===== config.mk =====
export PLATFORM = sky130hd
export DESIGN_NAME = rr_mux8_arbiter
export DESIGN_NICKNAME = d
export VERILOG_FILES = /design/src/rtl/rr_mux8_arbiter.sv
export SDC_FILE = /design/constraint.sdc
export NUM_CORES = 1
export LEC_CHECK = 0
export CAP_MARGIN = 10
export CORE_MARGIN = 4
export CORE_UTILIZATION = 42
export CTS_BUF_LIST = sky130_fd_sc_hd__clkbuf_8
export CTS_CLUSTER_DIAMETER = 30
export CTS_CLUSTER_SIZE = 24
export DETAILED_ROUTE_END_ITERATION = 10
export GPL_TIMING_DRIVEN = 0
export PLACE_DENSITY = 0.79
export SETUP_SLACK_MARGIN = 0.5
export SYNTH_ARGS = -nofsm -noshare
export SYNTH_HDL_FRONTEND = slang
export SYNTH_SLANG_ARGS = --single-unit

===== constraint.sdc =====
create_clock -name clk -period 4.3 [get_ports clk]
set_input_delay 0.43 -clock clk [delete_from_list [all_inputs] [get_ports clk]]
set_output_delay 0.43 -clock clk [all_outputs]
set_load 0.005 [all_outputs]

===== src/rtl/rr_mux8_arbiter.sv =====
// Round-robin arbiter sharing one 8:1 select datapath between 8 requesters.
// The winning word is registered and presented on a single valid/ready channel.
module rr_mux8_arbiter #(
    parameter int DW = 8,
    parameter int N  = 8
) (
    input  logic            clk,
    input  logic            rst_n,
    input  logic [N-1:0]    req,
    input  logic [N*DW-1:0] in_data,
    input  logic            out_ready,
    output logic            out_valid,
    output logic [DW-1:0]   out_data,
    output logic [2:0]      sel,
    output logic [N-1:0]    gnt,
    output logic [N-1:0]    ack,
    output logic            busy
);

    typedef enum logic {IDLE, GRANT} state_t;

    state_t          state;
    logic [2:0]      last;
    logic [N-1:0]    cand;
    logic [2:0]      ptr;
    logic [2:0]      winner;
    logic [DW-1:0]   winner_word;

    // Search ptr+1, ptr+2, ... wrapping mod 8; ptr itself is checked last.
    function automatic logic [2:0] rr_pick(input logic [N-1:0] c, input logic [2:0] p);
        logic [2:0] idx;
        logic       found;
        rr_pick = p;
        found   = 1'b0;
        for (int i = 1; i <= N; i++) begin
            idx = p + 3'(i);
            if (!found && c[idx]) begin
                rr_pick = idx;
                found   = 1'b1;
            end
        end
    endfunction

    // The granted requester is masked during its ack cycle so a stale level cannot win twice.
    always_comb begin
        cand        = (state == IDLE) ? req : (req & ~gnt);
        ptr         = (state == IDLE) ? last : sel;
        winner      = rr_pick(cand, ptr);
        winner_word = '0;
        for (int i = 0; i < N; i++) begin
            if (winner == 3'(i)) begin
                winner_word = in_data[i*DW +: DW];
            end
        end
    end

    always_ff @(posedge clk or negedge rst_n) begin
        if (!rst_n) begin
            state     <= IDLE;
            out_valid <= 1'b0;
            out_data  <= '0;
            sel       <= 3'd0;
            gnt       <= '0;
            last      <= 3'd7;
        end else begin
            case (state)
                IDLE: begin
                    if (|req) begin
                        sel       <= winner;
                        gnt       <= N'(1) << winner;
                        out_data  <= winner_word;
                        out_valid <= 1'b1;
                        state     <= GRANT;
                    end
                end
                GRANT: begin
                    if (out_ready) begin
                        last <= sel;
                        if (|cand) begin
                            sel      <= winner;
                            gnt      <= N'(1) << winner;
                            out_data <= winner_word;
                        end else begin
                            out_valid <= 1'b0;
                            gnt       <= '0;
                            state     <= IDLE;
                        end
                    end
                end
                default: state <= IDLE;
            endcase
        end
    end

    assign ack  = gnt & {N{out_valid & out_ready}};
    assign busy = out_valid;

endmodule

==> flow_metrics.py <==
metrics = {
    "outcome": {
        "outcome": "complete, no violations",
    },
    "yosys": {
        "postSynth.topFlopCell": "dfrtp_1",
        "async_flop_share_pct": 100,
        "ys_ff_latch": 24,
        "ys_warn_count": 0,
        "syn-num-nets": 415,
        "seq_area_frac_synth_pct": 20.6,
        "yosysUniqueCellTypes": 70,
        "avgSynthCellArea_um2": 8.67,
        "synth_edf_count": 0,
        "syn-cell-area_mm2": 0.00293,
        "netlist_instances": 338,
    },
    "timing": {
        "rsz0062_at_grt": "true",
        "finalHoldViolations": 0,
        "slew_viol_final": 0,
        "fmax_mhz": 245,
        "slew_headroom_pct": 24.2,
        "worst_slew_pin_slew_ps": 1130,
        "fin_skew_ps": 8.67,
        "period_share_pct": 94.8,
        "setup_violations": 0,
        "period_minus_slack_ps": 4080,
    },
    "placement": {
        "dp_hpwl_mm": 8.14,
        "dp.cells": 537,
        "portBuffers": 103,
        "gp_congestion": 0.920,
    },
    "critical_path": {
        "critPathMaxFanout": 8,
        "crit_family": "simple AND/OR/NAND/NOR gates",
        "cp.required_ps": 4500,
        "crit_buf_inv": 4,
        "cp.depth": 16,
        "cp-start-kind": "register",
        "arrival_ps": 4280,
        "crit_path_cell_trace": "buf_4 -> mux2i_4 -> clkbuf_8 -> ha_4 -> xnor2_4 -> mux2i_2 -> a211o_1 -> or4_4 -> nor2_4 -> o221a_2 -> nor2_4 -> buf_12 -> buf_4 -> or3_1 -> a32o_1 -> o211ai_2",
        "rr_worst_depth": 16,
        "end_kind": "register",
        "max_stage_delay_ps": 600,
        "critPathKind": "register to register",
        "crit_path_top_delay_cell": "or4_4",
    },
    "routing": {
        "drtIter0Drc": 367,
        "drt-total-wl_mm": 11.7,
        "drtPass1Iterations": 5,
        "avgViaCountPerCell": 6.11,
        "drc": 0,
        "vias": 3530,
        "wl_per_cell_um": 20.2,
        "antenna_left": 0,
    },
    "cts": {
        "clock_latency_ps": 270,
        "cts_tree": "built",
        "cts_sinks": 24,
        "cts_made_buffers": 3,
        "max-clock-path-buffers": 2,
        "ctsHtreeMaxLevel": 1,
        "cts-root-buf": "clkbuf_8",
        "path_clk_slew_ps": 90,
        "cts_hold_buf": 0,
    },
    "global_route": {
        "grt_use_total_pct": 26.4,
        "antenna_found_initial": 0,
        "grt_pass1_wl_mm": 17.6,
        "grt_max_degree": 25,
        "grt_pass1_vias": 3406,
        "grt_overflow": 0,
    },
    "run": {
        "drv_cap": 0,
    },
    "min_path": {
        "hp-class": "register to register",
        "whs_path_depth": 2,
    },
    "die": {
        "num_io_pins": 104,
        "initial_core_util_pct": 43.1,
        "die_w_um": 91.5,
        "dieArea_mm2": 0.00837,
        "die_h_um": 91.5,
        "fp-row-count": 30,
        "coreArea_mm2": 0.00679,
    },
    "final_layout": {
        "final_util_pct": 71.6,
        "area_delta_synth_final_pct": 66.0,
        "drive_gt1_share_pct": 29.7,
        "fillers": 530,
        "nets": 560,
        "layout_common_cells": "clkdlybuf4s50_1 (103), nand2_1 (39), buf_4 (29)",
        "finalNonFillerCells": 578,
        "layout_commonest_cell": "clkdlybuf4s50_1",
        "num_antenna_cells": 0,
    },
}
-- what timing repair did --
item | in CTS | in global routing
gates cloned | 2 | 0
setup buffers | 29 | 6
setup endpoints to repair | 19 | 18
resized for setup | 54 | 27
pin swaps | 17 | 8
-- flip-flops by register name, indices dropped and copies added, names as in the netlist --
| name | count |
|---|---|
| busy | 1 |
| gnt | 8 |
| last | 3 |
| out_data | 8 |
| sel | 3 |
| state | 1 |
-- cell type report --
type / instances / area, um^2 / area share [%]
plain buffers: 23 / 186 / 3.83
inverters: 11 / 47.5 / 0.978
repair buffers: 140 / 1410 / 29.0
multi-input cells: 280 / 2440 / 50.2
well taps: 96 / 120 / 2.47
clock buffers: 4 / 55.1 / 1.13
flip-flops and latches: 24 / 604 / 12.4
-- synthesized netlist by cell type (3+ instances only) --
library cell / count / area share (%)
a21oi_1: 16 / 2.7
and3_1: 8 / 1.7
mux2_2: 14 / 5.4
nand2_1: 40 / 5.1
nor2_1: 14 / 1.8
mux4_2: 6 / 4.6
xnor2_1: 4 / 1.2
dfrtp_1: 21 / 18
o21ai_0: 10 / 1.7
and2_1: 4 / 0.85
a2bb2oi_1: 8 / 2.4
mux2i_1: 23 / 7.9
a22oi_1: 17 / 4.4
dfstp_2: 3 / 2.7
a21o_1: 9 / 2.3
a31o_1: 6 / 1.8
inv_1: 8 / 1.0
a32o_1: 3 / 1.0
clkbuf_1: 13 / 1.7
nand3_1: 9 / 1.5
nand2b_1: 4 / 0.85
mux2i_4: 4 / 3.1
a211oi_1: 3 / 0.77
o21a_1: 3 / 0.77
o211ai_1: 10 / 2.6
a21boi_0: 6 / 1.5
buf_2: 6 / 1.0
a31oi_1: 3 / 0.64
nor2_2: 3 / 0.64
nor4_1: 5 / 1.1
-- stage by stage --
stage / hold slack (ps) / TNS (ps) / area (um^2) / setup slack, ps
2_1_floorplan: 134 / 0 / 2990 / 556
3_3_place_gp: 514 / -1430 / 4140 / -212
3_5_place_dp: 525 / -1620 / 4140 / -243
4_1_cts: 542 / 0 / 4710 / 309
5_1_grt: 565 / 0 / 4860 / 114
6_report: 536 / 0 / 4860 / 223
-- cells by family (layout without fill, tap and decap cells) --
group / count (synthesis) / after routing / share of synthesized area (%)
AND/OR/NAND/NOR: 103 / 103 / 18.5
multiplexers: 49 / 49 / 21.8
XOR/XNOR: 5 / 5 / 1.75
AO/OA/AOI/OAI: 121 / 121 / 31.0
flip-flops: 24 / 24 / 20.6
buffers and inverters: 34 / 178 / 5.47
adder cells (fa/ha/maj): 2 / 2 / 0.854
-- worst register-to-register path: stages (launching register included) --
cell      delay [ps]
dfrtp_1          390
buf_4            170
mux2i_4          370
clkbuf_8         230
ha_4             150
xnor2_4          100
mux2i_2          180
a211o_1          340
or4_4            600
nor2_4           140
o221a_2          270
nor2_4            70
buf_12           150
buf_4            140
or3_1            340
a32o_1           240
o211ai_2         130
-- routing by layer --
metal / part of all wire [%] / routed length [um] / vias up / track usage (%)
met5: 0 / 0 / - / 0
met4: 3.2 / 374 / 0 / 9.80
met3: 9.4 / 1090 / 35 / 6.71
met2: 49 / 5710 / 215 / 45.2
met1: 39 / 4520 / 1688 / 31.8
li1: - / - / 1592 / -
-- path summary, 6_finish.rpt --
path	to	slack (ps)	from
worst max register to register	out_data[3]	220	sel[0]
worst min register to register	out_data[2]	540	out_data[2]
max in group asynchronous	sel[0]	2860	rst_n
worst max-delay path	out_data[3]	220	sel[0]
min in group asynchronous	out_data[5]	750	rst_n
worst min-delay path	out_data[2]	540	out_data[2]
Power is not shown: default switching activity piles up to over one toggle a cycle in this logic, so the estimate is an artifact.
